===== src/rtl/dqn_train_seq_if.sv =====
// Sequencer bus: start/abort/layer_done in, phase code and status out.
// Latency: none, this is wiring only.
// Backpressure: none, the sequencer paces itself on layer_done.
interface dqn_train_seq_if;
   logic        start;
   logic        abort;
   logic        layer_done;
   logic [3:0]  ctrl;
   logic [3:0]  step;
   logic [3:0]  sel;
   logic        busy;
   logic        done;
   logic        updated;
   logic        err;
   logic [15:0] iter_cnt;

   // Sequencer side
   modport master (
      input  start, abort, layer_done,
      output ctrl, step, sel, busy, done, updated, err, iter_cnt
   );

   // Controller / layer side
   modport slave (
      output start, abort, layer_done,
      input  ctrl, step, sel, busy, done, updated, err, iter_cnt
   );
endinterface


===== src/rtl/dqn_train_seq.sv =====
// Training-step sequencer: FWD 1..N, LOSS, BWD N..1, UPD every BATCH-th step, then DONE.
// Latency: ctrl/step/sel registered, valid one cycle after each transition decision.
// Backpressure: waits for layer_done in FWD/LOSS/BWD; a watchdog drops to IDLE with sticky err.
module dqn_train_seq #(
   parameter int NUM_LAYERS = 3,
   parameter int BATCH      = 4,
   parameter int TIMEOUT    = 1023
) (
   input  logic            clk,
   input  logic            rst,
   dqn_train_seq_if.master bus
);
   typedef enum logic [2:0] {
      S_IDLE,
      S_FWD,
      S_LOSS,
      S_BWD,
      S_UPD,
      S_DONE
   } state_t;

   localparam logic [3:0] C_IDLE = 4'b0000;
   localparam logic [3:0] C_FWD  = 4'b0001;
   localparam logic [3:0] C_BWD  = 4'b0010;
   localparam logic [3:0] C_UPD  = 4'b0011;
   localparam logic [3:0] C_LOSS = 4'b0100;

   // Watchdog counts 0..TIMEOUT-1 while waiting; the TIMEOUT-th idle cycle trips it.
   localparam int          WW       = (TIMEOUT > 1) ? $clog2(TIMEOUT) : 1;
   localparam logic [WW-1:0] WLAST  = WW'(TIMEOUT - 1);
   localparam logic [3:0]  LAST     = 4'(NUM_LAYERS);
   localparam logic [3:0]  LAST_SEL = 4'(1 << (NUM_LAYERS - 1));
   localparam logic [15:0] BLAST    = 16'(BATCH - 1);

   state_t        state;
   logic [3:0]    ctrl_q;
   logic [3:0]    step_q;
   logic [3:0]    sel_q;
   logic          busy_q;
   logic          done_q;
   logic          upd_q;
   logic          err_q;
   logic [15:0]   iter_q;
   logic [15:0]   bcnt;
   logic [WW-1:0] wdog;
   logic          waiting;

   // States that consume layer_done and are covered by the watchdog
   assign waiting = (state == S_FWD) || (state == S_LOSS) || (state == S_BWD);

   assign bus.ctrl     = ctrl_q;
   assign bus.step     = step_q;
   assign bus.sel      = sel_q;
   assign bus.busy     = busy_q;
   assign bus.done     = done_q;
   assign bus.updated  = upd_q;
   assign bus.err      = err_q;
   assign bus.iter_cnt = iter_q;

   // Phase FSM with registered bus outputs, batch/iteration counters and watchdog
   always_ff @(posedge clk) begin
      if (rst) begin
         state  <= S_IDLE;
         ctrl_q <= C_IDLE;
         step_q <= '0;
         sel_q  <= '0;
         busy_q <= 1'b0;
         done_q <= 1'b0;
         upd_q  <= 1'b0;
         err_q  <= 1'b0;
         iter_q <= '0;
         bcnt   <= '0;
         wdog   <= '0;
      end else begin
         // done/updated are single-cycle pulses; watchdog restarts on any progress
         done_q <= 1'b0;
         upd_q  <= 1'b0;
         wdog   <= '0;
         if (bus.abort) begin
            state  <= S_IDLE;
            ctrl_q <= C_IDLE;
            step_q <= '0;
            sel_q  <= '0;
            busy_q <= 1'b0;
         end else if (waiting && !bus.layer_done) begin
            if (wdog == WLAST) begin
               err_q  <= 1'b1;
               state  <= S_IDLE;
               ctrl_q <= C_IDLE;
               step_q <= '0;
               sel_q  <= '0;
               busy_q <= 1'b0;
            end else begin
               wdog <= wdog + 1'b1;
            end
         end else begin
            // From here on, a waiting state has its layer_done
            case (state)
               S_IDLE: begin
                  if (bus.start) begin
                     state  <= S_FWD;
                     ctrl_q <= C_FWD;
                     step_q <= 4'd1;
                     sel_q  <= 4'b0001;
                     busy_q <= 1'b1;
                  end
               end
               S_FWD: begin
                  if (step_q < LAST) begin
                     step_q <= step_q + 4'd1;
                     sel_q  <= sel_q << 1;
                  end else begin
                     state  <= S_LOSS;
                     ctrl_q <= C_LOSS;
                     step_q <= '0;
                     sel_q  <= '0;
                  end
               end
               S_LOSS: begin
                  state  <= S_BWD;
                  ctrl_q <= C_BWD;
                  step_q <= LAST;
                  sel_q  <= LAST_SEL;
               end
               S_BWD: begin
                  if (step_q > 4'd1) begin
                     step_q <= step_q - 4'd1;
                     sel_q  <= sel_q >> 1;
                  end else if (bcnt == BLAST) begin
                     // Last step of the batch: walk the update phase over every layer
                     state  <= S_UPD;
                     ctrl_q <= C_UPD;
                     step_q <= 4'd1;
                     sel_q  <= 4'b0001;
                     bcnt   <= '0;
                  end else begin
                     state  <= S_DONE;
                     ctrl_q <= C_IDLE;
                     step_q <= '0;
                     sel_q  <= '0;
                     bcnt   <= bcnt + 16'd1;
                     done_q <= 1'b1;
                     iter_q <= iter_q + 16'd1;
                  end
               end
               S_UPD: begin
                  // One cycle per layer, no handshake from the layers
                  if (step_q < LAST) begin
                     step_q <= step_q + 4'd1;
                     sel_q  <= sel_q << 1;
                  end else begin
                     state  <= S_DONE;
                     ctrl_q <= C_IDLE;
                     step_q <= '0;
                     sel_q  <= '0;
                     done_q <= 1'b1;
                     upd_q  <= 1'b1;
                     iter_q <= iter_q + 16'd1;
                  end
               end
               S_DONE: begin
                  state  <= S_IDLE;
                  busy_q <= 1'b0;
               end
               default: begin
                  state  <= S_IDLE;
                  ctrl_q <= C_IDLE;
                  step_q <= '0;
                  sel_q  <= '0;
                  busy_q <= 1'b0;
               end
            endcase
         end
      end
   end
endmodule


===== src/flat_wrapper.sv =====
// flat-port wrapper written by rule: the top's interface ports become plain ports
module dqn_train_seq_flat 
#(
   parameter int NUM_LAYERS = 3,
   parameter int BATCH      = 4,
   parameter int TIMEOUT    = 1023
)
  (clk, rst, bus_start, bus_abort, bus_layer_done, bus_ctrl, bus_step, bus_sel, bus_busy, bus_done, bus_updated, bus_err, bus_iter_cnt);
  dqn_train_seq_if bus_i ();
  input  logic clk;
  input  logic rst;
  input wire logic [$bits(bus_i.start)-1:0] bus_start;
  input wire logic [$bits(bus_i.abort)-1:0] bus_abort;
  input wire logic [$bits(bus_i.layer_done)-1:0] bus_layer_done;
  output wire logic [$bits(bus_i.ctrl)-1:0] bus_ctrl;
  output wire logic [$bits(bus_i.step)-1:0] bus_step;
  output wire logic [$bits(bus_i.sel)-1:0] bus_sel;
  output wire logic [$bits(bus_i.busy)-1:0] bus_busy;
  output wire logic [$bits(bus_i.done)-1:0] bus_done;
  output wire logic [$bits(bus_i.updated)-1:0] bus_updated;
  output wire logic [$bits(bus_i.err)-1:0] bus_err;
  output wire logic [$bits(bus_i.iter_cnt)-1:0] bus_iter_cnt;
  assign bus_i.start = bus_start;
  assign bus_i.abort = bus_abort;
  assign bus_i.layer_done = bus_layer_done;
  assign bus_ctrl = bus_i.ctrl;
  assign bus_step = bus_i.step;
  assign bus_sel = bus_i.sel;
  assign bus_busy = bus_i.busy;
  assign bus_done = bus_i.done;
  assign bus_updated = bus_i.updated;
  assign bus_err = bus_i.err;
  assign bus_iter_cnt = bus_i.iter_cnt;
  dqn_train_seq #(.NUM_LAYERS(NUM_LAYERS), .BATCH(BATCH), .TIMEOUT(TIMEOUT)) u_core (.clk(clk), .rst(rst), .bus(bus_i));
endmodule

===== config.mk =====
export PLATFORM = sky130hd
export DESIGN_NAME = dqn_train_seq_flat
export DESIGN_NICKNAME = d
export VERILOG_FILES = /design/src/rtl/dqn_train_seq_if.sv /design/src/rtl/dqn_train_seq.sv /design/src/flat_wrapper.sv
export SDC_FILE = /design/constraint.sdc
export NUM_CORES = 1
export LEC_CHECK = 0
export CORE_AREA = 5 5 102 104
export DETAILED_ROUTE_END_ITERATION = 10
export DIE_AREA = 0 0 107 109
export HOLD_SLACK_MARGIN = 0.1
export PLACE_DENSITY = 0.5
export SYNTH_ARGS = -nofsm -noshare
export SYNTH_HDL_FRONTEND = slang
export SYNTH_SLANG_ARGS = --single-unit
export TNS_END_PERCENT = 1

===== constraint.sdc =====
create_clock -name clk -period 2.7 [get_ports clk]
set_input_delay 0.54 -clock clk [delete_from_list [all_inputs] [get_ports clk]]
set_output_delay 0.54 -clock clk [all_outputs]
set_load 0.05 [all_outputs]

==> flow_summary.json <==
{
  "grt_first_pass_wirelength_um": 12800,
  "p_int_uw": 1390,
  "worstSetupPathType": "register to register",
  "grt_remaining_overflow": 0,
  "cp-endpoint": "u_core.bus.iter_cnt[6]",
  "preCtsSetupSlack_ns": 0.205,
  "ctsResizeCount": 0,
  "fmax_mhz": 434,
  "hold_class": "register to register",
  "io_buffers": 35,
  "ys_seq_area_frac": 0.388,
  "syn_area_per_cell_um2": 8.35,
  "timing.final.crit_period_ns": 2.30,
  "area_growth_pct": 23.6,
  "synth_area_mm2": 0.00310,
  "maxCapViolCount": 0,
  "p_leak_uw": 0.00131,
  "stdcell_count": 535,
  "synth.area.top_cells": "dfxtp_1 (39%), nor2_1 (5.5%), xor2_1 (4.8%), a21oi_1 (4.5%), nand4_1 (4.0%)",
  "cts.sinks": 60,
  "grt_max_degree": 24,
  "drc": 0,
  "wl_per_cell_um": 14.1,
  "pwr-share-clk": 0.442,
  "die_area_mm2": 0.0117,
  "drtIter0Drc": 89,
  "die_h_um": 109,
  "fin_ws_ns": 0.397,
  "r2r_cells": 5,
  "r2r-start": "u_core.state[2]",
  "wirelength_um": 7560,
  "crit_fanout": 23,
  "power.share.sequential": 0.479,
  "final_common_cell": "dfxtp_1",
  "crit_required_ns": 2.94,
  "p_comb_frac": 0.078,
  "firstDrtPassIters": 4,
  "cts_setup_buffers": 0,
  "diodes": 0,
  "clk_pin_slew_ns": 0.08,
  "yosysTopAreaCell": "dfxtp_1",
  "track_usage": 0.137,
  "syn_nets": 383,
  "ys_seq_elements": 60,
  "antenna_found_initial": 0,
  "cts.path.max_buffers": 2,
  "ys_warn_count": 0,
  "drv_slew": 0,
  "vias_per_cell": 5.24,
  "finalClockSkew_ns": 0.0123,
  "cp.arrival_ns": 2.55,
  "cts_hold_buf": 0,
  "power_uw": 1880,
  "reg2reg_to": "u_core.bus.iter_cnt[6]",
  "power_density_mw_per_mm2": 490,
  "insertion_delay_ns": 0.35,
  "worst_pin_slew_ns": 0.561,
  "io-pin-count": 37,
  "cts_buffers": 9,
  "status": "finished clean",
  "fin_util": 0.405,
  "r2r_setup_slack_ns": 0.40,
  "yosys_most_used_dff": "dfxtp_1",
  "yosysTopAreaCellShare": 0.388,
  "synth_cell_types": 57,
  "power.switching_uw": 484,
  "cts_tree": "built",
  "fin_nets": 428,
  "synth-async-reset-ratio": 0,
  "num_vias": 2801,
  "report.final.hold_viol_count": 0,
  "ir_drop_v": 0.000161,
  "hold_path.startpoint": "u_core.bus.ctrl[0]",
  "startpoint_type": "register",
  "gp_congestion": 0.809,
  "synth_edf_count": 0,
  "dp_hpwl_um": 5400,
  "rsz0062_at_grt": "no",
  "setup_viol": 0,
  "htree_num_levels": 3,
  "finalCritPeriodShare": 0.853,
  "fin_tns_setup_ns": 0,
  "dp.cells": 519,
  "drive_gt1_frac": 0.109,
  "cp-end-kind": "register",
  "row_count": 36,
  "swShare": 0.258,
  "final_cell_mix": "dfxtp_1 (60), nor2_1 (45), clkdlybuf4s50_1 (35)",
  "start_util": 0.327,
  "cp-startpoint": "u_core.state[2]",
  "root_buffer": "clkbuf_8",
  "die_w_um": 107,
  "max-slew-margin-rel": 0.626,
  "ant_nets": 0,
  "postSynthCellCount": 371,
  "core_mm2": 0.00946,
  "grt_pass1_vias": 2633
}
==> power groups by stage <==
stage	Clock, uW	Sequential (uW)	Combinational (uW)
final	830	899	147
after global routing	896	900	160
after detailed placement	0	920	147
after CTS	854	899	147
after floorplan	0	935	80.9
after global placement	0	920	146
==> flip-flops by register name (all words and copies together), names as in the netlist <==
name and count:
u_core.bus.updated 1, u_core.state 3, u_core.bus.ctrl 3, u_core.bcnt 16, u_core.bus.done 1, u_core.bus.sel 4, u_core.bus.err 1, u_core.bus.iter_cnt 16
u_core.bus.busy 1, u_core.wdog 10, u_core.bus.step 4
==> cells in the mapped netlist (8+ instances only) <==
| cell | number |
|---|---|
| xor2_1 | 17 |
| nor3_1 | 14 |
| nand4_1 | 20 |
| o21ai_0 | 15 |
| a21oi_1 | 28 |
| nor2b_1 | 8 |
| nand2_1 | 22 |
| or4_1 | 8 |
| dfxtp_1 | 60 |
| nor2_1 | 45 |
| clkbuf_1 | 11 |
| or3_1 | 8 |
| inv_1 | 10 |
| nand3_1 | 18 |
==> worst min path at each step <==
stage	to	slack, ns	cells after the start
2_1_floorplan	u_core.wdog[0]	0.44	1
3_3_place_gp	u_core.bus.ctrl[0]	0.44	2
3_5_place_dp	u_core.bus.ctrl[0]	0.45	2
4_1_cts	u_core.bus.ctrl[0]	0.46	2
5_1_grt	u_core.bus.ctrl[0]	0.49	2
6_report	u_core.bus.ctrl[0]	0.45	2
==> metrics by stage <==
stage	hold WS, ns	cell area [um2]
2_1_floorplan	0.441	3100
3_3_place_gp	0.444	3630
3_5_place_dp	0.446	3630
4_1_cts	0.457	3830
5_1_grt	0.486	3830
6_report	0.453	3830
==> logic make-up (layout without fill, tap and decap cells) <==
group | Yosys count | after routing | share of synthesized area
multiplexers | 7 | 7 | 0.0250
other | 1 | 1 | 0.00121
XOR/XNOR | 21 | 21 | 0.0594
adder cells (fa/ha/maj) | 7 | 7 | 0.0283
buffers and inverters | 27 | 77 | 0.0388
AND/OR/NAND/NOR | 176 | 176 | 0.307
AO/OA/AOI/OAI | 72 | 72 | 0.153
flip-flops | 60 | 60 | 0.388
==> critical path, stage by stage, from the launching register on <==
cell,delay (ns)
dfxtp_1,0.64
or3b_4,0.47
nor3_4,0.17
a31oi_4,0.13
nor4b_1,0.42
mux2_2,0.37
==> routing by layer <==
layer | routed length, um | part of all wire | track usage | up-vias
met5 | 0 | 0 | 0 | -
met1 | 3720 | 0.49 | 0.182 | 1322
met3 | 285 | 0.038 | 0.0326 | 9
li1 | - | - | - | 1433
met4 | 95 | 0.013 | 0.0566 | 0
met2 | 3460 | 0.46 | 0.214 | 37
==> cell type report <==
cell class | count | area (um2)
timing repair buffer | 51 | 470
multi-input combinational | 284 | 1780
sequential | 60 | 1200
inverter | 10 | 37.5
clock buffer | 10 | 138
clock inverter | 6 | 63.8
fill | 985 | 5630
tap | 114 | 143
(Power assumes the default switching activity.)
